--- src/rtl/uart_tx_queue.sv ---
// uart_tx_queue: byte FIFO plus send sequencer sitting directly upstream of
// serial_tx. Producers write bursts without polling busy; the sequencer pops
// one byte at a time, pulses tx_send for one cycle, follows tx_busy through the
// frame and then waits GUARD cycles (one stop-bit time) before the next send.
//
// Parameters:
//   DEPTH_LOG2  FIFO depth = 2**DEPTH_LOG2 bytes
//   GUARD       clk cycles of idle line after tx_busy falls
//
// Ports:
//   clk, reset   system clock; asynchronous active-high reset
//   wr_en        write strobe (dropped when full, unless a pop frees a slot)
//   wr_data      byte to queue
//   full, empty  FIFO occupancy flags
//   tx_sbyte     byte for serial_tx, held until the next pop
//   tx_send      one-cycle send pulse to serial_tx
//   tx_busy      busy from serial_tx
//   idle         queue empty, sequencer idle, line not busy
//   level        occupancy                         (UART_TXQ_STATUS_EN)
//   overflow     sticky: a write was dropped       (UART_TXQ_STATUS_EN)
//   ovf_clr      clears overflow; a same-cycle set wins (UART_TXQ_STATUS_EN)
//
// Build option: define UART_TXQ_STATUS_EN to add level/overflow/ovf_clr.

module uart_tx_queue #(
  parameter int unsigned DEPTH_LOG2 = 4,
  parameter int unsigned GUARD      = 209
) (
  input  logic       clk,
  input  logic       reset,
  input  logic       wr_en,
  input  logic [7:0] wr_data,
  output logic       full,
  output logic       empty,
  output logic [7:0] tx_sbyte,
  output logic       tx_send,
  input  logic       tx_busy,
  output logic       idle
`ifdef UART_TXQ_STATUS_EN
  ,
  output logic [DEPTH_LOG2:0] level,
  output logic                overflow,
  input  logic                ovf_clr
`endif
);

  localparam int unsigned DEPTH = 1 << DEPTH_LOG2;
  localparam int unsigned PW    = DEPTH_LOG2 + 1;
  localparam int unsigned TW    = ($clog2(GUARD + 1) < 2) ? 2 : $clog2(GUARD + 1);
  localparam logic [PW-1:0] FULL_CNT = PW'(DEPTH);

  typedef enum logic [2:0] {
    S_IDLE,
    S_SEND,
    S_WAIT_HI,
    S_WAIT_LO,
    S_GUARD
  } state_t;

  state_t        state, state_nxt;
  logic [TW-1:0] tmr, tmr_nxt;
  logic [7:0]    mem [DEPTH];
  logic [PW-1:0] wr_ptr, rd_ptr, count;
  logic          pop, push;

  assign empty = (count == '0);
  assign full  = (count == FULL_CNT);
  // A pop in the same cycle frees the slot, so a write while full is taken.
  assign push  = wr_en & (~full | pop);

  always_ff @(posedge clk) begin
    if (push) mem[wr_ptr[DEPTH_LOG2-1:0]] <= wr_data;
  end

  always_ff @(posedge clk or posedge reset) begin
    if (reset) begin
      wr_ptr   <= '0;
      rd_ptr   <= '0;
      count    <= '0;
      tx_sbyte <= '0;
    end else begin
      if (push) wr_ptr <= wr_ptr + PW'(1);
      if (pop) begin
        rd_ptr   <= rd_ptr + PW'(1);
        tx_sbyte <= mem[rd_ptr[DEPTH_LOG2-1:0]];
      end
      if (push && !pop)      count <= count + PW'(1);
      else if (pop && !push) count <= count - PW'(1);
    end
  end

  always_ff @(posedge clk or posedge reset) begin
    if (reset) begin
      state <= S_IDLE;
      tmr   <= '0;
    end else begin
      state <= state_nxt;
      tmr   <= tmr_nxt;
    end
  end

  // tmr doubles as the 4-cycle tx_busy-rise timeout and the guard counter.
  always_comb begin
    state_nxt = state;
    tmr_nxt   = tmr;
    pop       = 1'b0;
    case (state)
      S_IDLE: begin
        if (!empty && !tx_busy) begin
          pop       = 1'b1;
          state_nxt = S_SEND;
        end
      end
      S_SEND: begin
        tmr_nxt   = TW'(3);
        state_nxt = S_WAIT_HI;
      end
      S_WAIT_HI: begin
        if (tx_busy || tmr == '0) state_nxt = S_WAIT_LO;
        else                      tmr_nxt   = tmr - TW'(1);
      end
      S_WAIT_LO: begin
        if (!tx_busy) begin
          tmr_nxt   = TW'(GUARD);
          state_nxt = S_GUARD;
        end
      end
      S_GUARD: begin
        if (tmr == '0) state_nxt = S_IDLE;
        else           tmr_nxt   = tmr - TW'(1);
      end
      default: state_nxt = S_IDLE;
    endcase
  end

  assign tx_send = (state == S_SEND);
  assign idle    = empty & (state == S_IDLE) & ~tx_busy;

`ifdef UART_TXQ_STATUS_EN
  assign level = count;

  // Only a write that is actually dropped flags overflow.
  always_ff @(posedge clk or posedge reset) begin
    if (reset)                        overflow <= 1'b0;
    else if (wr_en && full && !pop)   overflow <= 1'b1;
    else if (ovf_clr)                 overflow <= 1'b0;
  end
`endif

endmodule

--- config.mk ---
export PLATFORM = sky130hd
export DESIGN_NAME = uart_tx_queue
export DESIGN_NICKNAME = d
export VERILOG_FILES = /design/src/rtl/uart_tx_queue.sv
export SDC_FILE = /design/constraint.sdc
export NUM_CORES = 1
export LEC_CHECK = 0
export ABC_AREA = 0
export CAP_MARGIN = 20
export CORE_ASPECT_RATIO = 1.75
export CORE_UTILIZATION = 50
export DETAILED_ROUTE_END_ITERATION = 16
export PLACE_DENSITY = 0.7
export SLEW_MARGIN = 20
export SYNTH_ARGS = -nofsm -noshare
export SYNTH_HDL_FRONTEND = slang
export SYNTH_SLANG_ARGS = --single-unit
--- constraint.sdc ---
create_clock -name clk -period 2.8 [get_ports clk]
set_input_delay 0.42 -clock clk [delete_from_list [all_inputs] [get_ports clk]]
set_output_delay 0.42 -clock clk [all_outputs]
set_load 0.005 [all_outputs]
==> metrics <==
CTS clk-pin slew, worst paths 70 ps; syn_area_per_cell 16.19 um^2; Worst Hold Slack 400.1 ps; Post-synth EDFFs 128; xor and xnor area share after synthesis 1.403%; main combinational cell family by area after synthesis multiplexers; startpoint class of the critical path flop; layout cells sized above 1 24.65%; Yosys reg bits 160; Setup crit start count[1]; core area 0.01338 mm^2; wire per inst 20.58 um; H-Tree Level Count 4; Via density 5.909; Synth cell types 52; # setup viols final 0; Synth Flop Type edfxtp_1; most common cell after layout, fill and taps aside edfxtp_1; Critical Path Fanout Max 5; final worst-path setup slack 190.9 ps; relative slew slack 37.28%; Initial Util 51.30%; Synth top area share 55.99%; Reg-to-Reg End count[4]; P per Cell Area 1034 mW/mm^2; PortBufs 23; clock sinks 160; num rows 56; vias in the first global route 4130; Ant. Diodes 0; max-cap violations 0; achievable frequency 383.3 MHz; Cells after DPL 637; largest net degree at the start of global routing 35; CP required 3150 ps; Die Span Y 157.0 um; most frequent cells in the layout 128 x edfxtp_1, 42 x buf_4, 32 x mux4_2, 31 x dfrtp_1; WL final 13770 um; syn nets 447; post-CTS setup buffer count 0; Area growth syn-to-layout 18.17%; r2r setup slk 190 ps; r2r startpoint count[1]; Die W 90.58 um; reg2reg path depth 9; crit path kind flop to flop; top cells by area, synth edfxtp_1 56%, dfrtp_1 12%, mux4_2 10%; clk_lat worst skew 430 ps; post-route ant nets 0; CTS tree done; worst vdd ir 488.2 uV; critical path arrival 2960 ps; gr ovfl total 0; post-synthesis mux area share 13.21%; critical path endpoint category flop; DRT Pass-1 Iters 5; Tightest Pin Transition 940.8 ps; HP Class input pin to asynchronous set/reset pin; antenna violations before repair 0; post-route insts no fill 669; CTS max path bufs 2; Simple-Gate Fraction of Synth Area 6.816%; Mapped Cells 424; layout net count 505; GP Congestion 0.9096; LEAKAGE 2.904 nW; Global Route Usage Sum 21.28%; first-pass GRT wire length 22050 um; Num CTS Buffers 17; crit share post-route 93.18%; Setup Skew 13.02 ps; max-slew violation count 0; Adder-Cell Fraction of Synth Area 2.114%; register area share after synthesis 67.65%; Synth area leader edfxtp_1; run status finished clean; pre-CTS WS -224.5 ps; Yosys warning count 0; RSZ-0062 raised after global routing no; Post-Syn Area 0.006865 mm^2; HPWL Detailed 9233 um; Residual DRC 0; Final Hold Fails 0; via count 3953; Final min period 2609 ps; async set or reset register ratio after synthesis 20.00%; Synth Area in Compound Gates 6.579%; Initial DRC Count 287; io pins 24; die area 0.01422 mm^2; root buffer cell clkbuf_16
==> per-stage QoR <==
step                util (%)  TNS [ps]  power [mW]  cell area (um^2)
finish                 60.62         0       8.393              8113
global route           60.62         0       8.857              8113
CTS                    60.58         0       8.448              8108
detailed placement     56.39    -419.2       6.252              7547
global placement       56.39    -305.4       6.143              7547
floorplan                  -         0       5.324              6899
==> routing by layer <==
layer  global-route usage (%)  vias up  share of wire (%)
met4                    10.75        0                3.9
li1                         -     1784                  -
met5                        0        -                  0
met2                    38.82      106                 55
met1                    23.43     2026                 38
met3                    4.155       37                2.9
==> flip-flops by register name (all words and copies together) (netlist names) <==
name,cells
mem,128
tmr,8
tx_sbyte,8
count,5
rd_ptr,4
wr_ptr,4
state,3
==> worst max-delay path, stage by stage (launching register included) <==
cell,delay (ps)
dfrtp_2,440
or4_4,560
o21bai_4,160
ha_1,180
inv_1,90
fa_1,390
a21o_1,170
a21oi_1,180
mux2i_1,230
xnor2_1,130
==> logic make-up after synthesis <==
family | count (synthesis)
mux | 50
buf+inv | 37
fa+ha+maj | 11
xor+xnor | 11
simple gates | 89
compound gates | 66
flops | 160
==> report_power, final <==
part	total (mW)	switching, mW	internal (mW)	leakage (nW)
Sequential	3.31	0.322	2.99	1.55
Clock	2.19	0.958	1.23	0.264
Combinational	2.89	1.43	1.46	1.09
==> how the worst max path moves through the flow <==
stage | to | depth (start not counted)
after detailed placement | count[4] | 10
after global placement | count[4] | 10
after floorplan | count[4] | 10
final | count[4] | 9
after CTS | count[4] | 9
after global routing | count[4] | 9
==> cell type report <==
class | count | area [um^2]
Timing Repair Buffer | 65 | 545.5
Fill cell | 979 | 5270
Inverter | 11 | 41.29
Clock buffer | 18 | 429.2
Multi-Input combinational cell | 227 | 2102
Sequential cell | 160 | 4646
Clock inverter | 14 | 131.4
Tap cell | 174 | 217.7
==> synthesized netlist by cell type, types with 2 or more instances <==
cell        n
edfxtp_1  128
dfrtp_1    32
mux4_2     32
nor2_1     23
nand2_1    18
a21oi_1    16
clkbuf_1   15
mux2i_1    13
o21ai_0    12
inv_1      11
ha_1       10
nor3_1      9
nor2b_1     8
xnor2_1     8
a22o_1      7
a211o_1     6
o211ai_1    6
buf_1       5
buf_2       5
mux2_2      5
nand2b_1    5
nand3_1     5
a21o_1      3
a221oi_1    3
o31ai_1     3
xor2_1      3
a31oi_1     2
a32oi_1     2
nor3b_1     2
nor4_1      2
or3_1       2
or3b_2      2
or4_1       2
==> what timing repair did <==
| action | in CTS | in global routing |
|---|---|---|
| endpoints found under the setup margin | 0 | 2 |
| hold buffers | 0 | 0 |
| hold endpoints to repair | 0 | 0 |
| gates resized for setup | 0 | 2 |
(Power assumes the default switching activity.)
